### src/rtl/cu_pkg.sv
// Shared definitions for the control unit: opcodes, bank addresses, ALU codes,
// state encoding and the control-word layout driven into memory_system.
package cu_pkg;

   localparam logic [4:0] OP_NOP         = 5'b00000;
   localparam logic [4:0] OP_MOV_ACC_A   = 5'b00001;
   localparam logic [4:0] OP_MOV_A_ACC   = 5'b00010;
   localparam logic [4:0] OP_LD_ACC_IMM  = 5'b00011;
   localparam logic [4:0] OP_LD_ACC_DPTR = 5'b00100;
   localparam logic [4:0] OP_ST_ACC_DPTR = 5'b00101;
   localparam logic [4:0] OP_ADD_A       = 5'b00110;
   localparam logic [4:0] OP_SUB_A       = 5'b00111;
   localparam logic [4:0] OP_AND_A       = 5'b01000;
   localparam logic [4:0] OP_SHL_ACC     = 5'b01001;
   localparam logic [4:0] OP_JZ          = 5'b01010;
   localparam logic [4:0] OP_JMP         = 5'b01011;
   localparam logic [4:0] OP_HALT        = 5'b11111;

   localparam logic [2:0] REG_PC   = 3'b000;
   localparam logic [2:0] REG_DPTR = 3'b001;
   localparam logic [2:0] REG_A    = 3'b010;
   localparam logic [2:0] REG_ACC  = 3'b011;
   localparam logic [2:0] REG_TEMP = 3'b100;
   localparam logic [2:0] REG_MDR  = 3'b111;

   localparam logic [2:0] ALU_PASS_B = 3'b000;
   localparam logic [2:0] ALU_ADD    = 3'b001;
   localparam logic [2:0] ALU_SUB    = 3'b010;
   localparam logic [2:0] ALU_AND    = 3'b011;
   localparam logic [2:0] ALU_OR     = 3'b100;
   localparam logic [2:0] ALU_XOR    = 3'b101;
   localparam logic [2:0] ALU_INC_B  = 3'b110;
   localparam logic [2:0] ALU_SHL_B  = 3'b111;

   typedef enum logic [4:0] {
      ST_RST    = 5'd0,  ST_F0     = 5'd1,  ST_F1     = 5'd2,  ST_F2     = 5'd3,
      ST_DEC    = 5'd4,  ST_E1_AA  = 5'd5,  ST_E1_AAC = 5'd6,  ST_I0     = 5'd7,
      ST_I1     = 5'd8,  ST_I2     = 5'd9,  ST_I3     = 5'd10, ST_M0     = 5'd11,
      ST_M1     = 5'd12, ST_S1     = 5'd13, ST_S2     = 5'd14, ST_EA_ADD = 5'd15,
      ST_EA_SUB = 5'd16, ST_EA_AND = 5'd17, ST_EA_SHL = 5'd18, ST_J2     = 5'd19,
      ST_HALT   = 5'd20
   } state_t;

   typedef struct packed {
      logic       ir_sclr;
      logic       mar_sclr;
      logic       enaf;
      logic [2:0] selop;
      logic [1:0] shamt;
      logic       bank_wr_en;
      logic [2:0] busB_addr;
      logic [2:0] busC_addr;
      logic       ir_en;
      logic       mar_en;
      logic       mdr_en;
      logic       wr_rdn;
      logic       mdr_alu_n;
      logic       halted;
   } ctrl_t;

   function automatic logic opcode_defined(input logic [4:0] op);
      logic ok;
      case (op)
         OP_NOP, OP_MOV_ACC_A, OP_MOV_A_ACC, OP_LD_ACC_IMM, OP_LD_ACC_DPTR,
         OP_ST_ACC_DPTR, OP_ADD_A, OP_SUB_A, OP_AND_A, OP_SHL_ACC, OP_JZ,
         OP_JMP, OP_HALT: ok = 1'b1;
         default:         ok = 1'b0;
      endcase
      return ok;
   endfunction

endpackage

### src/rtl/cu_ctrl_rom.sv
// Combinational state -> control-word decode; every field not set for a state
// stays 0.
module cu_ctrl_rom
   import cu_pkg::*;
#(
   parameter logic [1:0] SHL_AMT = 2'd1
) (
   input  state_t state,
   output ctrl_t  ctrl
);

   // Control word for each state
   always_comb begin
      ctrl = '0;
      case (state)
         ST_RST: begin
            ctrl.ir_sclr  = 1'b1;
            ctrl.mar_sclr = 1'b1;
         end
         ST_F0, ST_I0: begin
            ctrl.busB_addr = REG_PC;
            ctrl.selop     = ALU_PASS_B;
            ctrl.mar_en    = 1'b1;
         end
         ST_M0: begin
            ctrl.busB_addr = REG_DPTR;
            ctrl.selop     = ALU_PASS_B;
            ctrl.mar_en    = 1'b1;
         end
         ST_F1, ST_I1, ST_M1: begin
            ctrl.mdr_alu_n = 1'b1;
            ctrl.mdr_en    = 1'b1;
         end
         ST_F2, ST_I3: begin
            ctrl.ir_en      = (state == ST_F2);
            ctrl.busB_addr  = REG_PC;
            ctrl.selop      = ALU_INC_B;
            ctrl.bank_wr_en = 1'b1;
            ctrl.busC_addr  = REG_PC;
         end
         ST_E1_AA: begin
            ctrl.busB_addr  = REG_A;
            ctrl.bank_wr_en = 1'b1;
            ctrl.busC_addr  = REG_ACC;
         end
         ST_E1_AAC: begin
            ctrl.busB_addr  = REG_ACC;
            ctrl.bank_wr_en = 1'b1;
            ctrl.busC_addr  = REG_A;
         end
         ST_I2, ST_J2: begin
            ctrl.busB_addr  = REG_MDR;
            ctrl.bank_wr_en = 1'b1;
            ctrl.busC_addr  = (state == ST_J2) ? REG_PC : REG_ACC;
         end
         ST_S1: begin
            ctrl.busB_addr = REG_ACC;
            ctrl.mdr_en    = 1'b1;
         end
         ST_S2:   ctrl.wr_rdn = 1'b1;
         ST_EA_ADD, ST_EA_SUB, ST_EA_AND, ST_EA_SHL: begin
            ctrl.enaf       = 1'b1;
            ctrl.bank_wr_en = 1'b1;
            ctrl.busC_addr  = REG_ACC;
            ctrl.busB_addr  = REG_A;
            case (state)
               ST_EA_ADD: ctrl.selop = ALU_ADD;
               ST_EA_SUB: ctrl.selop = ALU_SUB;
               ST_EA_AND: ctrl.selop = ALU_AND;
               default: begin
                  ctrl.selop     = ALU_SHL_B;
                  ctrl.busB_addr = REG_ACC;
                  ctrl.shamt     = SHL_AMT;
               end
            endcase
         end
         ST_HALT: ctrl.halted = 1'b1;
         default: ctrl = '0;
      endcase
   end

endmodule

### src/rtl/control_unit.sv
// Multi-cycle Moore sequencer for memory_system: fetch, decode and execute one
// instruction at a time.
module control_unit
   import cu_pkg::*;
#(
   parameter int         OPC_WIDTH = 5,
   parameter logic [1:0] SHL_AMT   = 2'd1
) (
   input  logic                 clk,
   input  logic                 rst,
   input  logic [OPC_WIDTH-1:0] instruction,
   input  logic                 C,
   input  logic                 N,
   input  logic                 P,
   input  logic                 Z,
   output logic                 ir_sclr,
   output logic                 mar_sclr,
   output logic                 enaf,
   output logic [2:0]           selop,
   output logic [1:0]           shamt,
   output logic                 bank_wr_en,
   output logic [2:0]           busB_addr,
   output logic [2:0]           busC_addr,
   output logic                 ir_en,
   output logic                 mar_en,
   output logic                 mdr_en,
   output logic                 wr_rdn,
   output logic                 mdr_alu_n,
   output logic                 halted,
   output logic                 illegal,
   output logic [4:0]           state_m
);

   state_t state_r;
   state_t next_state_s;
   ctrl_t  ctrl_s;
   logic   unused_flags_s;

   // Only Z steers the sequence; the other flags are consumed by the datapath.
   assign unused_flags_s = ^{C, N, P};

   // State register with synchronous reset
   always_ff @(posedge clk) begin
      if (rst) begin
         state_r <= ST_RST;
      end else begin
         state_r <= next_state_s;
      end
   end

   // Next-state logic; IR is stable through execute, so later states re-read it
   always_comb begin
      next_state_s = ST_RST;
      case (state_r)
         ST_RST: next_state_s = ST_F0;
         ST_F0:  next_state_s = ST_F1;
         ST_F1:  next_state_s = ST_F2;
         ST_F2:  next_state_s = ST_DEC;
         ST_DEC: begin
            case (instruction)
               OP_MOV_ACC_A:   next_state_s = ST_E1_AA;
               OP_MOV_A_ACC:   next_state_s = ST_E1_AAC;
               OP_LD_ACC_IMM:  next_state_s = ST_I0;
               OP_LD_ACC_DPTR: next_state_s = ST_M0;
               OP_ST_ACC_DPTR: next_state_s = ST_M0;
               OP_ADD_A:       next_state_s = ST_EA_ADD;
               OP_SUB_A:       next_state_s = ST_EA_SUB;
               OP_AND_A:       next_state_s = ST_EA_AND;
               OP_SHL_ACC:     next_state_s = ST_EA_SHL;
               OP_JMP:         next_state_s = ST_I0;
               OP_JZ:          next_state_s = Z ? ST_I0 : ST_I3;
               OP_HALT:        next_state_s = ST_HALT;
               default:        next_state_s = ST_F0;
            endcase
         end
         ST_I0:  next_state_s = ST_I1;
         ST_I1:  next_state_s = (instruction == OP_LD_ACC_IMM) ? ST_I2 : ST_J2;
         ST_I2:  next_state_s = (instruction == OP_LD_ACC_IMM) ? ST_I3 : ST_F0;
         ST_M0:  next_state_s = (instruction == OP_ST_ACC_DPTR) ? ST_S1 : ST_M1;
         ST_M1:  next_state_s = ST_I2;
         ST_S1:  next_state_s = ST_S2;
         ST_HALT: next_state_s = ST_HALT;
         ST_I3, ST_S2, ST_E1_AA, ST_E1_AAC, ST_EA_ADD, ST_EA_SUB, ST_EA_AND,
         ST_EA_SHL, ST_J2: next_state_s = ST_F0;
         default: next_state_s = ST_RST;
      endcase
   end

   cu_ctrl_rom #(.SHL_AMT(SHL_AMT)) u_rom (
      .state (state_r),
      .ctrl  (ctrl_s)
   );

   assign ir_sclr    = ctrl_s.ir_sclr;
   assign mar_sclr   = ctrl_s.mar_sclr;
   assign enaf       = ctrl_s.enaf;
   assign selop      = ctrl_s.selop;
   assign shamt      = ctrl_s.shamt;
   assign bank_wr_en = ctrl_s.bank_wr_en;
   assign busB_addr  = ctrl_s.busB_addr;
   assign busC_addr  = ctrl_s.busC_addr;
   assign ir_en      = ctrl_s.ir_en;
   assign mar_en     = ctrl_s.mar_en;
   assign mdr_en     = ctrl_s.mdr_en;
   assign wr_rdn     = ctrl_s.wr_rdn;
   assign mdr_alu_n  = ctrl_s.mdr_alu_n;
   assign halted     = ctrl_s.halted;
   assign illegal    = (state_r == ST_DEC) && !opcode_defined(instruction);
   assign state_m    = state_r;

endmodule
### config.mk
export PLATFORM = sky130hd
export DESIGN_NAME = control_unit
export DESIGN_NICKNAME = d
export VERILOG_FILES = /design/src/rtl/cu_pkg.sv /design/src/rtl/cu_ctrl_rom.sv /design/src/rtl/control_unit.sv
export SDC_FILE = /design/constraint.sdc
export NUM_CORES = 1
export LEC_CHECK = 0
export CAP_MARGIN = 30
export CORE_AREA = 2 2 48 50
export DETAILED_ROUTE_END_ITERATION = 16
export DIE_AREA = 0 0 50 52
export PLACE_DENSITY = 0.95
export SETUP_SLACK_MARGIN = 0.5
export SYNTH_ARGS = -nofsm -noshare
export SYNTH_HDL_FRONTEND = slang
export SYNTH_SLANG_ARGS = --single-unit
### constraint.sdc
create_clock -name clk -period 3.16 [get_ports clk]
set_input_delay 0.474 -clock clk [delete_from_list [all_inputs] [get_ports clk]]
set_output_delay 0.474 -clock clk [all_outputs]
set_load 0.02 [all_outputs]
==> metrics.txt, run 1 <==
die width 50 µm; Highest Signal Layer met4; post-route setup TNS 0 ps; largest area contributor in the netlist dfxtp_1; CTS root buf clkbuf_4; Die Ht 52 µm; post-synthesis sequential area ratio 10.6%; Max clock buf depth 2; CTS H-Tree Depth 1; Worst Setup End Kind primary output; core area 0.00211 mm²; ranking of synthesized cells by area dfxtp_1, a21oi_1, nor2_1, o21ai_0, nand2_1; fraction of the mapped netlist area in adder cells 0%; Antenna diodes 0; Initial Utilization 44.9%; 1st-iter DRT viols 37; post-DR wirelength/cell 13.1 µm; antenna violations before repair 0; WS Path Type in2out; Met3 Wirelength 186 µm; WL final 2.72 mm; Final Skew 5.40 ps; CTS buffer count 3; leading cell type by number of instances after synthesis nor2_1; reg2reg start state_m[4]; DP HPWL 2.02 mm; worst hold start state_m[2]; proportion of power drawn by the clock network 10.9%; worst hold slack 682 ps; Yosys warnings 0; DRT Pass-1 Iters 4; number of global-route vias before repair 1082; switch share 50.4%; power share of the combinational group 67.6%; Placer Congestion 0.871; Leak 0.000462 µW; Peak Freq 386 MHz; main combinational cell family by area after synthesis compound AO/OA/AOI/OAI gates; row count 17; post-synthesis mux area share 1.19%; NetSw 351 µW; layout cells sized above 1 6.70%; max_cap viols 0; Setup WS pre-CTS 422 ps; TritonCTS clock tree yes; Sinks on Clock Net 5; sequential share of power 21.5%; clock slew at reported path FFs 50 ps; Post-synth top cells nor2_1, a21oi_1, nand2_1; Synth top area share 10.6%; slowest CP cell clkdlybuf4s50_1; total grt overflow 0; Final Hold Viols 0; Post-synth EDFFs 0; Hold Crit Endpoint state_m[2]; Crit path required time 2690 ps; buffers added on ports 32; R2R cell count 5; filler cell count 200; RSZ-0062 raised after global routing false; max reg flops 5; drt drc 0; post-synthesis simple-gate area fraction 36.1%; Synth Register Bits 5; M1 WL 1.06 mm; min Tclk post-route 2590 ps; largest net degree at the start of global routing 26; Critical Path Most Common Cell clkdlybuf4s50_1; Mean Syn Cell Area 5.99 µm²; worst hold path class reg2reg; via count 1247; Antenna Nets Post-Route 0; cells along the critical path clkdlybuf4s50_1, nand4_1, nand2_1, nor2_1, clkdlybuf4s50_1; io pins 38; fin. max-slew vios 0; crit start category primary input; Int Pwr 345 µW; Synth Flop Type dfxtp_1; Register-to-Register Setup Slack 1470 ps; first-pass GRT wire length 4.33 mm; aggregate global-route resource usage 20.7%; metal2 WL 1.45 mm; worst vdd rail ir drop 0.000343 V; asr flop ratio synth 0%; Synth Area in Compound Gates 37.8%; Pwr Total 696 µW; Synth Cell Area 946 µm²; Synth-to-Final Area Change 33.2%; run status finished clean; Pwr Density 552 mW/mm²; Hold Buf Count CTS 0; die footprint 0.00260 mm²; Clock Latency Late Sink 240 ps; Synth Area in XOR/XNOR 1.85%; hold depth 2; Final Net Count 191; reg-to-reg critical path endpoint state_m[0]; fin crit share 81.9%; cell count after synthesis 158; DR vias/cell 6.02; critical path arrival 2120 ps; synth unique cells 42; setup violators final 0; Slowest Stage Delay on Critical Path 600 ps; fin worst setup slack 571 ps; worst-path maximum fanout 12
==> what timing repair did <==
action                                  4_1_cts  5_1_grt
setup buffers                                 0        0
endpoints found under the setup margin       14        5
resized for setup                             6        3
endpoints found under the hold margin         0        0
pin swaps                                     0        0
==> per-layer routing <==
metal	GRT usage [%]	vias to the layer above
met5	0	-
met4	8.80	0
met3	2.01	4
met2	40.8	61
met1	22.0	579
li1	-	603
==> worst max-delay path by stage <==
| stage | start | endpoint | depth (start not counted) |
|---|---|---|---|
| 3_3_place_gp | instruction[1] | illegal | 6 |
| 5_1_grt | state_m[1] | busB_addr[0] | 6 |
| 6_report | instruction[3] | illegal | 5 |
| 4_1_cts | state_m[3] | busB_addr[1] | 5 |
| 3_5_place_dp | instruction[1] | illegal | 6 |
| 2_1_floorplan | state_m[0] | bank_wr_en | 4 |
==> placed cells by master, fill, tap and decap left out, types with 2 or more instances in the layout <==
cell type,count
a21oi_1,16
xor2_1,2
a31oi_1,4
nor3b_1,2
a32oi_1,2
nand2_1,16
dfxtp_2,2
nor3_1,8
nor2b_1,6
a21o_1,3
dfxtp_4,3
inv_1,4
clkbuf_4,3
nand3_1,4
o21ai_0,14
conb_1,2
o31ai_1,2
a211oi_1,2
buf_4,2
clkdlybuf4s50_1,31
o32ai_1,2
nor2_1,20
o22ai_1,3
o311ai_0,2
nand3b_1,2
nand2b_1,5
==> cell families after synthesis <==
| kind of cell | count (synthesis) |
|---|---|
| xor gates and xnor gates | 2 |
| buffers and inverters | 22 |
| and+or+nand+nor | 70 |
| AOI/OAI and AO/OA | 57 |
| DFF | 5 |
| other | 1 |
| muxes | 1 |
==> cell type report <==
cell class / instances / area, µm² / share of cell area (%)
Tap cell: 28 / 35.0 / 2.78
Timing Repair Buffer: 34 / 334 / 26.5
Inverter: 4 / 15.0 / 1.19
Multi-Input combinational cell: 132 / 736 / 58.4
Clock buffer: 4 / 26.3 / 2.09
Sequential cell: 5 / 114 / 9.04
==> power by group through the flow <==
stage | registers, µW | clock network, µW | logic (µW)
6_report | 149 | 75.8 | 470
4_1_cts | 144 | 77.1 | 467
5_1_grt | 155 | 79.9 | 503
3_5_place_dp | 143 | 0 | 465
2_1_floorplan | 109 | 0 | 332
3_3_place_gp | 139 | 0 | 459
==> per-stage QoR <==
step | util (%) | area [µm²] | std cells
after global routing | 59.8 | 1260 | 207
after detailed placement | 58.0 | 1220 | 203
final | 59.8 | 1260 | 207
after global placement | 58.0 | 1220 | 203
after CTS | 59.5 | 1250 | 207
after floorplan | - | 950 | 159
==> critical path: cells and delay by family <==
family	cells	cell delay, ps
buffers and inverters	2	1190
AND/OR/NAND/NOR	3	440
No activity file was read; power rests on OpenSTA's default activity.
==> run 2: changes to the inputs <==
--- a/config.mk
+++ b/config.mk
@@ -6,10 +6,10 @@
 export NUM_CORES = 1
 export LEC_CHECK = 0
 export CAP_MARGIN = 30
-export CORE_AREA = 2 2 48 50
+export CORE_AREA = 2 2 50 52
 export DETAILED_ROUTE_END_ITERATION = 16
-export DIE_AREA = 0 0 50 52
-export PLACE_DENSITY = 0.95
+export DIE_AREA = 0 0 52 54
+export PLACE_DENSITY = 0.89
 export SETUP_SLACK_MARGIN = 0.5
 export SYNTH_ARGS = -nofsm -noshare
 export SYNTH_HDL_FRONTEND = slang
==> constraint.sdc (replaced) <==
create_clock -name clk -period 2.4 [get_ports clk]
set_input_delay 0.36 -clock clk [delete_from_list [all_inputs] [get_ports clk]]
set_output_delay 0.36 -clock clk [all_outputs]
set_load 0.02 [all_outputs]
==> run 2 against run 1 <==
  * Sequential share of layout area is 0.45 points lower
  * Sequential cell count unchanged
  * Die area up 8.0%
  * Setup slack worse by 36 ps
  * Largest power group unchanged
==> metrics.txt, run 2 (synthesis results as in run 1) <==
io pins 38 (unchanged); crit start category flip-flop; post-route cell area 0.00139 mm² (+9.9%); layout cells sized above 1 28.9% (+22 points); most common cell after layout, fill and taps aside buf_4; row count 18 (+1); Initial Utilization 40.8% (-4.1 points); WL final 2.97 mm (+9.2%); fin. max-slew vios 0 (unchanged); total grt overflow 0 (unchanged); Worst Setup End Kind primary output; commonest cells after routing, fill and taps aside buf_4, nor2_1, nand2_1; CTS buffer count 3 (unchanged); max reg flops 5 (unchanged); aggregate global-route resource usage 21.1% (+0.39 points); buffers added on ports 32 (unchanged); worst hold start state_m[4]; Die Ht 54 µm (+3.8%); DRT Pass-1 Iters 4 (unchanged); DP HPWL 2.09 mm (+3.2%); cell count after placement 220 (+8.4%); post-route setup TNS 0 ps (unchanged); drt drc 0 (unchanged); run status finished clean; via count 1293 (+3.7%); first-pass GRT wire length 4.62 mm (+6.7%); die footprint 0.00281 mm² (+8.0%); TritonCTS clock tree yes; crit path launch state_m[3]; cells along the critical path buf_4, nor2b_2, a21oi_2, nor2_1, o21a_1, clkbuf_2; Final Hold Viols 0 (unchanged); Final Skew 0.170 ps (-5.23 ps); worst vdd rail ir drop 0.000506 V (+48%); DP Area 0.00135 mm² (+10%); critical path arrival 1510 ps (-610 ps); filler cell count 221 (+11%); post-route insts no fill 227 (+9.7%); largest net degree at the start of global routing 18 (-31%); setup violators final 0 (unchanged); Final Net Count 209 (+9.4%); RSZ-0062 raised after global routing true; Antenna diodes 0 (unchanged); fin crit share 77.7%; 1st-iter DRT viols 50 (+35%); core area 0.00232 mm² (+10%); Pwr Density 695 mW/mm² (+26%); min Tclk post-route 1870 ps; Crit path required time 2040 ps (-650 ps); number of global-route vias before repair 1039 (-4.0%); worst hold slack 609 ps (-73.6 ps); Synth-to-Final Area Change 46.4%; Max clock buf depth 2 (unchanged); CTS root buf clkbuf_4; Leak 0.000602 µW (+30%); DR vias/cell 5.70 (-5.4%); Slowest Stage Delay on Critical Path 390 ps (-210 ps); WS Path Type reg2out; post-DR wirelength/cell 13.1 µm (-0.40%); Clock Latency Late Sink 240 ps (about the same); Sinks on Clock Net 5 (unchanged); antenna violations before repair 0 (unchanged); reg2reg start state_m[1]; worst hold path class reg2reg; Hold Buf Count CTS 0 (unchanged); CTS H-Tree Depth 1 (unchanged); clock slew at reported path FFs 40 ps (about the same); die width 52 µm (+4.0%); Placer Congestion 0.892 (+2.4%); max_cap viols 0 (unchanged); worst-path maximum fanout 7 (-5); Peak Freq 536 MHz; Antenna Nets Post-Route 0 (unchanged); slowest CP cell dfxtp_4
## run 2: cell count changes in the layout (fill, tap and decap cells not counted), sizes merged
cell	before	now
buf	2	27
clkdlybuf4s50	31	12
clkbuf	4	13
dlygate4sd2	1	4
## run 2: metal layers
layer  track usage, %  vias to the layer above  wire, µm
li1                 -                      645         -
met1             27.2                      578      1250
met2             38.0                       66      1490
met3             2.22                        4       211
met4             3.95                        0        18
met5                0                        -         0
## run 2: final timing paths
| kind | end | slack (ps) | depth (start not counted) |
|---|---|---|---|
| worst max-delay path | mdr_en | 530 | 6 |
| worst min-delay path | state_m[3] | 610 | 1 |
| worst max register to register | state_m[0] | 710 | 7 |
| worst min register to register | state_m[3] | 610 | 1 |
## run 2: per-stage QoR
step	util [%]	setup slack (ps)	total power, µW
after CTS	62.1	427	951
after detailed placement	58.1	144	865
after global routing	59.7	458	1030
final	59.7	535	963
after floorplan	-	531	588
after global placement	58.1	159	855
## run 2: critical path: cells and delay by family (launching register included)
kind	cells	cell delay [ps]
AOI/OAI and AO/OA	2	200
buffers and inverters	2	340
DFF	1	390
and+or+nand+nor	2	330
## run 2: timing repair
action | CTS | global route
endpoints found under the setup margin | 23 | 17
setup buffers | 3 | 0
endpoints found under the hold margin | 0 | 0
gates resized for setup | 55 | 34
pin swaps | 1 | 2
## run 2: final cells by class
cell class | instances | area [µm²] | area share, %
clock buffer | 4 | 26.3 | 1.90
inverter | 4 | 15.0 | 1.08
multi-input combinational | 132 | 788 | 56.9
sequential | 5 | 119 | 8.58
tap | 30 | 37.5 | 2.71
timing repair buffer | 52 | 399 | 28.8
## run 2: power breakdown
group	switching [µW]	total, µW	leakage (µW)	internal [µW]
sequential	61.0	171	0.0000444	110
clock	37.2	100	0.0000150	63.0
combinational	396	692	0.000543	296
total	494	963	0.000602	469
